<file path="src/rtl/wb_pkg.sv">
// Shared types and constants for the writeback stage.
package wb_pkg;

  typedef enum logic [1:0] {
    WB_SRC_ALU = 2'b00,
    WB_SRC_MEM = 2'b01,
    WB_SRC_PC4 = 2'b10,
    WB_SRC_IMM = 2'b11
  } wb_src_e;

  localparam logic [2:0] F3_LB  = 3'b000;
  localparam logic [2:0] F3_LH  = 3'b001;
  localparam logic [2:0] F3_LW  = 3'b010;
  localparam logic [2:0] F3_LBU = 3'b100;
  localparam logic [2:0] F3_LHU = 3'b101;

  typedef enum logic [0:0] {
    WB_IDLE      = 1'b0,
    WB_WAIT_LOAD = 1'b1
  } wb_state_e;

  function automatic logic [31:0] src_select(input wb_src_e src, input logic [31:0] alu,
                                             input logic [31:0] ld, input logic [31:0] pc4,
                                             input logic [31:0] imm);
    logic [31:0] res;
    case (src)
      WB_SRC_ALU: res = alu;
      WB_SRC_MEM: res = ld;
      WB_SRC_PC4: res = pc4;
      WB_SRC_IMM: res = imm;
      default:    res = alu;
    endcase
    return res;
  endfunction

endpackage

</file>
<file path="src/rtl/wb_stage_load_extend.sv">
// Load-data alignment and sign/zero extension (combinational).
module load_extend
  import wb_pkg::*;
(
  input  logic [31:0] rdata,
  input  logic [2:0]  funct3,
  input  logic [1:0]  offset,
  output logic [31:0] data
);

  logic [7:0]  lane_b;
  logic [15:0] lane_h;

  // Pick the addressed byte/halfword, then extend per funct3
  always_comb begin
    lane_b = 8'h00;
    lane_h = 16'h0000;
    data   = rdata;
    case (offset)
      2'd0:    lane_b = rdata[7:0];
      2'd1:    lane_b = rdata[15:8];
      2'd2:    lane_b = rdata[23:16];
      2'd3:    lane_b = rdata[31:24];
      default: lane_b = rdata[7:0];
    endcase
    if (offset[1]) begin
      lane_h = rdata[31:16];
    end else begin
      lane_h = rdata[15:0];
    end
    case (funct3)
      F3_LB:   data = {{24{lane_b[7]}}, lane_b};
      F3_LBU:  data = {24'h000000, lane_b};
      F3_LH:   data = {{16{lane_h[15]}}, lane_h};
      F3_LHU:  data = {16'h0000, lane_h};
      F3_LW:   data = rdata;
      default: data = rdata;
    endcase
  end

endmodule

</file>
<file path="src/rtl/wb_stage.sv">
// Writeback stage: retires one instruction per handshake, waiting on loads.
// Optional WB_INSTRET_EN adds a 64-bit retired-instruction counter.
module wb_stage
  import wb_pkg::*;
#(
  parameter int XLEN = 32
) (
  input  logic            clk,
  input  logic            rst,
  input  logic            mem_valid,
  output logic            wb_ready,
  input  logic            mem_reg_write,
  input  logic [4:0]      mem_rd,
  input  logic            mem_mem_read,
  input  logic [2:0]      mem_funct3,
  input  logic [1:0]      mem_reg_write_src,
  input  logic [XLEN-1:0] mem_alu_result,
  input  logic [XLEN-1:0] mem_pc_plus4,
  input  logic [XLEN-1:0] mem_imm,
  input  logic            dmem_rvalid,
  input  logic [XLEN-1:0] dmem_rdata,
  output logic            wb_reg_write,
  output logic [4:0]      wb_reg_write_rd,
  output logic [XLEN-1:0] wb_reg_write_data,
  output logic            wb_retire
`ifdef WB_INSTRET_EN
  , output logic [63:0]   wb_instret
`endif
);

  wb_state_e       state, next_state;
  logic            accept;
  logic [4:0]      ld_rd;
  logic [2:0]      ld_funct3;
  logic [XLEN-1:0] ld_alu, ld_pc4, ld_imm;
  logic            ld_reg_write;
  wb_src_e         ld_src;
  logic [XLEN-1:0] ext_data;
  logic            done, done_we;
  logic [4:0]      done_rd;
  logic [XLEN-1:0] done_data;

  assign wb_ready = (state == WB_IDLE);
  assign accept   = mem_valid && wb_ready;

  load_extend u_load_extend (
    .rdata  (dmem_rdata),
    .funct3 (ld_funct3),
    .offset (ld_alu[1:0]),
    .data   (ext_data)
  );

  // State register
  always_ff @(posedge clk) begin
    if (rst) begin
      state <= WB_IDLE;
    end else begin
      state <= next_state;
    end
  end

  // Next state and completion selection; a non-load naming the memory source falls back to ALU
  always_comb begin
    next_state = state;
    done       = 1'b0;
    done_we    = 1'b0;
    done_rd    = 5'd0;
    done_data  = 32'h0000_0000;
    case (state)
      WB_IDLE: begin
        if (accept) begin
          if (mem_mem_read) begin
            next_state = WB_WAIT_LOAD;
          end else begin
            next_state = WB_IDLE;
            done       = 1'b1;
            done_we    = mem_reg_write;
            done_rd    = mem_rd;
            done_data  = src_select(wb_src_e'(mem_reg_write_src), mem_alu_result,
                                    mem_alu_result, mem_pc_plus4, mem_imm);
          end
        end else begin
          next_state = WB_IDLE;
        end
      end
      WB_WAIT_LOAD: begin
        if (dmem_rvalid) begin
          next_state = WB_IDLE;
          done       = 1'b1;
          done_we    = ld_reg_write;
          done_rd    = ld_rd;
          done_data  = src_select(ld_src, ld_alu, ext_data, ld_pc4, ld_imm);
        end else begin
          next_state = WB_WAIT_LOAD;
        end
      end
      default: next_state = WB_IDLE;
    endcase
  end

  // Capture everything a pending load needs to complete after the MEM/WB inputs move on
  always_ff @(posedge clk) begin
    if (rst) begin
      ld_rd        <= 5'd0;
      ld_funct3    <= 3'b000;
      ld_alu       <= 32'h0000_0000;
      ld_pc4       <= 32'h0000_0000;
      ld_imm       <= 32'h0000_0000;
      ld_reg_write <= 1'b0;
      ld_src       <= WB_SRC_ALU;
    end else if (accept && mem_mem_read) begin
      ld_rd        <= mem_rd;
      ld_funct3    <= mem_funct3;
      ld_alu       <= mem_alu_result;
      ld_pc4       <= mem_pc_plus4;
      ld_imm       <= mem_imm;
      ld_reg_write <= mem_reg_write;
      ld_src       <= wb_src_e'(mem_reg_write_src);
    end
  end

  // Register-file write port; writes to x0 are suppressed but still retire
  always_ff @(posedge clk) begin
    if (rst) begin
      wb_reg_write      <= 1'b0;
      wb_retire         <= 1'b0;
      wb_reg_write_rd   <= 5'd0;
      wb_reg_write_data <= 32'h0000_0000;
    end else begin
      wb_reg_write <= done && done_we && (done_rd != 5'd0);
      wb_retire    <= done;
      if (done) begin
        wb_reg_write_rd   <= done_rd;
        wb_reg_write_data <= done_data;
      end
    end
  end

`ifdef WB_INSTRET_EN
  // Retired-instruction counter, wraps naturally
  always_ff @(posedge clk) begin
    if (rst) begin
      wb_instret <= 64'd0;
    end else if (done) begin
      wb_instret <= wb_instret + 64'd1;
    end
  end
`endif

endmodule

</file>
<file path="config.mk">
export PLATFORM = sky130hd
export DESIGN_NAME = wb_stage
export DESIGN_NICKNAME = d
export VERILOG_FILES = /design/src/rtl/wb_pkg.sv /design/src/rtl/wb_stage_load_extend.sv /design/src/rtl/wb_stage.sv
export SDC_FILE = /design/constraint.sdc
export NUM_CORES = 1
export LEC_CHECK = 0
export BUFFER_PORTS_ARGS = -buffer_cell sky130_fd_sc_hd__clkbuf_2
export CAP_MARGIN = 0
export CORE_MARGIN = 4
export CORE_UTILIZATION = 45
export CTS_CLUSTER_SIZE = 14
export DETAILED_ROUTE_END_ITERATION = 8
export GPL_TIMING_DRIVEN = 0
export HOLD_SLACK_MARGIN = 0.1
export PLACE_DENSITY = 0.69
export SYNTH_ARGS = -nofsm -noshare
export SYNTH_HDL_FRONTEND = slang
export SYNTH_SLANG_ARGS = --single-unit
</file>
<file path="constraint.sdc">
create_clock -name clk -period 4.29 [get_ports clk]
set_input_delay 0.858 -clock clk [delete_from_list [all_inputs] [get_ports clk]]
set_output_delay 0.858 -clock clk [all_outputs]
set_load 0.02 [all_outputs]
</file>
**Word level (Yosys, flattened, before mapping)**

Index checks and enable logic that the tools add are counted.

- Bits in registers: 147
- Bits of input ports: 144
- Output and inout port bits: 40
- Word-level logic and storage cells: 60

- Equal/unequal tests: 12
- Muxes and demuxes: 25
- Bitwise logic cells: 1
- Reduce and logical (&&, ||, !) cells: 10

Operators with widths:

| operator | number |
|---|---|
| 32-bit one-hot mux with 4 select lines | 2 |
| 32-bit 2-to-1 mux | 3 |
| 32-bit one-hot mux with 3 select lines | 1 |
| 32-bit one-hot mux with 2 select lines | 1 |
| 8-bit one-hot mux with 4 select lines | 1 |
| 16-bit 2-to-1 mux | 1 |
| 5-bit 2-to-1 mux | 3 |
| 2-bit == test (second input constant) | 6 |
| 5-bit one-hot mux with 2 select lines | 1 |
| 1-bit 2-to-1 mux | 9 |
| 2-bit by 1-bit == test with 1-bit output (second input constant) | 3 |
| 3-bit == test (second input constant) | 2 |
| 2-bit zero test | 3 |
| 1-bit one-hot mux with 2 select lines | 3 |
| 5-bit nonzero test | 1 |
| 1-bit logical AND | 4 |
| 3-bit by 1-bit == test with 1-bit output (second input constant) | 1 |
| 3-bit zero test | 1 |
| 2-bit OR reduction | 1 |
| 1-bit inverter | 1 |

**Logic depth before layout (Yosys ltp)**

- Depth after elaboration: 6
- Depth in mapped cells: 9

**By module**

From an unflattened synthesis, not the netlist that was laid out.

- Cell total of the unflattened synthesis: 910
- Area total of the unflattened synthesis: 7,437.1 µm²

By module, submodules not included:

| module | times used | cells each | area each (µm²) | seq. area each (µm²) |
|---|---|---|---|---|
| wb_stage | 1 | 799 | 6,769.0 | 2,942.8 |
| load_extend | 1 | 111 | 668.1 | 0.0 |

**Worst setup path after synthesis**

OpenSTA, ideal clock, no wires.

- Kind: input port to flip-flop
- Start: in dmem_rdata[23]
- End: reg wb_reg_write_data[30]
- Setup time: 0.128 ns
- Arrival time: 1.896 ns
- Data required time: 4.162 ns
- Path slack: 2.266 ns
- Stages on the path: 6
- Path buffers: 2
- Cell sequence: mux4_2 and4bb_1 buf_6 buf_6 a21oi_2 o21ai_1

- Word-level cells in the longest chain between the ends: 5

Ends and longest elaborated chain:

| what | line | source |
|---|---|---|
| from (decl) | wb_stage.sv:21 | `input logic [XLEN-1:0] dmem_rdata,` |
| 8-bit one-hot mux with 4 select lines | wb_stage_load_extend.sv:19 | `case (offset)` |
| 32-bit one-hot mux with 4 select lines | wb_stage_load_extend.sv:31 | `case (funct3)` |
| 32-bit one-hot mux with 4 select lines | wb_pkg.sv:26 | `case (src)` |
| 32-bit 2-to-1 mux | wb_stage.sv:87 | `if (dmem_rvalid) begin` |
| 32-bit one-hot mux with 2 select lines | wb_stage.sv:69 | `case (state)` |
| to (signal assigned) | wb_stage.sv:134 | `wb_reg_write_data <= done_data;` |
| to (decl) | wb_stage.sv:24 | `output logic [XLEN-1:0] wb_reg_write_data,` |

Every way passes these cells.
A chain may end at the register's enable or synchronous reset.

**Worst setup path in the final report**

- Start: in mem_reg_write_src[1]
- End: reg wb_reg_write_data[14]

- Word-level cells in the longest chain between the ends: 6
- Elaborated cells between the ends (all ways): 9
- Classes of those cells: eq/ne: 3; mux: 4; reduce/logical: 2

Ends and longest elaborated chain:

| what | line | source |
|---|---|---|
| from (decl) | wb_stage.sv:16 | `input logic [1:0] mem_reg_write_src,` |
| 2-bit by 1-bit == test with 1-bit output / 2-bit zero test (equally long branches) | wb_pkg.sv:26 |  |
| 2-bit OR reduction (no line) | - |  |
| 32-bit one-hot mux with 3 select lines * | wb_pkg.sv:26 |  |
| 32-bit 2-to-1 mux * | wb_stage.sv:72 | `if (mem_mem_read) begin` |
| 32-bit 2-to-1 mux * | wb_stage.sv:71 | `if (accept) begin` |
| 32-bit one-hot mux with 2 select lines * | wb_stage.sv:69 |  |

Every way passes the cells marked *; elsewhere a longest branch is shown, timed or not.

==> metrics <==
Die Footprint 0.0183 mm2; Core ar. 0.0159 mm2; post-route setup TNS 0 ns; Finished Core Util 57.5%; hold crit path type reg -> reg; total power 3.70 mW; FP Rows 46; final net count 1294; initial antenna violation count 0; number of synthesized register bits 147; post-route setup slack 1.97 ns; FILL cells 1552; maximum VDD drop 0.296 mV; Reg clk slew, reported paths 0.06 ns; vias in the first global route 7690; Commonest cells post-synth 231 x nand2_1, 169 x a21oi_1, 147 x dfxtp_1; ANT cells 0; DR top layer met4; clk_skew 0.00922 ns; Max Buffers Root-to-Sink 2; Area after DPL 0.00848 mm2; R2R Setup Slk 2.07 ns; Syn Inst Count 950; met2 wire len 13900 um; drt wl/cell 21.8 um; Antenna Nets Post-Route 0; Port Buffers 181; Post-Syn Area per Cell 7.69 um2; Worst Setup Start Kind primary input; worst r2r dst wb_reg_write_data[20]; worst-margin pin slew 0.824 ns; Initial Utilization 46.0%; routed vias/inst 5.97; final slew viol count 0; Syn Nets 1094; Critical Path AT 2.59 ns; WL met3 2910 um; Rel. slew slack 45.1%; Top FF cell, synth dfxtp_1; chip width 135 um; Initial DRT Pass Iterations 6; GP Congestion 1.03; Final period util 54.1%; synth top area cells dfxtp_1 40%, nand2_1 12%, a21oi_1 12%, mux2i_1 6.7%, a221oi_1 3.1%; CP Class in -> reg; Post-Syn Area 0.00731 mm2; largest net degree at the start of global routing 17; Post-Place Worst Slack 1.57 ns; Iter 0 DRT Violations 864; gr usage total 32.1%; leak pwr 3.60 nW; WP data required 4.56 ns; hold_buf cts 0; Synth top area share 40.3%; die span in y 135 um; final hold viol count 0; layout cells sized above 1 22.4%; hpwl dp 22100 um; max-cap viol count 0; crit end category flop; area leader, netlist dfxtp_1; Resized cells post-CTS 0; P per Cell Area 405 mW/mm2; Design Area, Final 0.00913 mm2; Detailed Route WL 30000 um; setup violators final 0; worst-skew pair later-pin latency 0.43 ns; sequential element share of the synthesized area 40.3%; RSZ-0062 raised after global routing false; synthesis-to-layout area growth 24.9%; minimum clock period 2.32 ns; CP Capture Point wb_reg_write_data[14]; Num Clock Sinks 147; fraction of registers with async set or reset after synthesis 0%; Warnings, synthesis 0; Max Freq 431 MHz; number of library cell types mapped by synthesis 43; Top Ports 184; CP startpoint mem_reg_write_src[1]; Via Count 8231; first-pass GRT wire length 44300 um; CTS tree built; Crit Path Max Fanout 10; most frequent cell after synthesis nand2_1; H-tree levels 4; post-CTS setup buffer count 0; clk root buf clkbuf_16; status finished clean; FF-to-FF path depth 7; EDFF count, synth 0; gr ovfl total 0; CTS Buf Count 17; FF-to-FF Start ld_src[0]; DRC violations left 0; met1 wire length 12400 um
layout make-up:
class / count / area, um2 / share of cell area (%)
multi-input combinational: 706 / 3950 / 43.3
tap: 216 / 270 / 2.96
timing repair buffer: 181 / 906 / 9.92
clock buffer: 23 / 468 / 5.13
inverter: 9 / 33.8 / 0.370
sequential: 147 / 2940 / 32.2
clock inverter: 9 / 176 / 1.93
buffer: 88 / 379 / 4.15
layer usage:
layer,vias up,global-route usage [%]
met5,-,0
met4,0,12.8
met3,68,5.68
met2,494,50.8
met1,3894,43.7
li1,3775,-
through the flow:
stage | std cells | hold WS, ns
after detailed placement | 1347 | 0.443
final | 1379 | 0.451
after floorplan | 950 | 0.433
after global placement | 1347 | 0.440
after global routing | 1379 | 0.468
after CTS | 1379 | 0.452
worst min path at each step:
stage | slack (ns) | start | end | cells after the start
floorplan | 0.43 | ld_pc4[2] | ld_pc4[2] | 2
global route | 0.47 | ld_alu[10] | ld_alu[10] | 2
finish | 0.45 | ld_alu[3] | ld_alu[3] | 2
CTS | 0.45 | ld_alu[3] | ld_alu[3] | 2
detailed placement | 0.44 | ld_alu[3] | ld_alu[3] | 2
global placement | 0.44 | ld_alu[5] | ld_alu[5] | 2
cell families (layout without fill, tap and decap cells):
logic type | Yosys count | count (layout) | synth area share [%]
AND/OR/NAND/NOR | 320 | 320 | 17.9
flip-flops | 147 | 147 | 40.3
AO/OA/AOI/OAI | 325 | 325 | 27.2
multiplexers | 61 | 61 | 9.02
buffers and inverters | 97 | 310 | 5.65
state kept, by name (all words and copies together), names as in the netlist:
name / flops
wb_reg_write_rd: 5
ld_alu: 32
state: 1
ld_funct3: 3
ld_imm: 32
ld_pc4: 32
ld_src: 2
ld_rd: 5
wb_reg_write_data: 32
wb_reg_write: 1
wb_retire: 1
ld_reg_write: 1
power by group:
group / switching (mW) / internal [mW]
sequential: 0.0402 / 1.44
clock: 0.591 / 1.06
combinational: 0.373 / 0.199
worst max-delay path, stage by stage:
cell	delay [ns]
clkbuf_1	0.47
clkbuf_1	0.65
a21oi_1	0.14
a221oi_1	0.32
o32ai_1	0.15
cells in the final DEF (no fill, tap or decap), types with 3 or more instances in the layout:
cell       count
bufinv_16      5
clkbuf_1      62
nand2b_1       9
a21oi_2       11
nand2_1      231
clkbuf_2     183
mux2i_1       49
nor2b_1        9
a31oi_1       25
o32ai_1        7
nor2_1        49
a211oi_1      25
o221ai_1       8
a31o_2         3
clkbuf_16     17
a221oi_1      26
o2111ai_1      4
o21ai_0       18
buf_1          6
nand3_1        5
or3_1          4
a21oi_1      169
dfxtp_1      147
inv_1          8
mux4_2         3
o22ai_1        6
a22oi_1        7
mux2_2         9
buf_6          3
o21ai_1       11
buf_2         19
(Power assumes the default switching activity.)
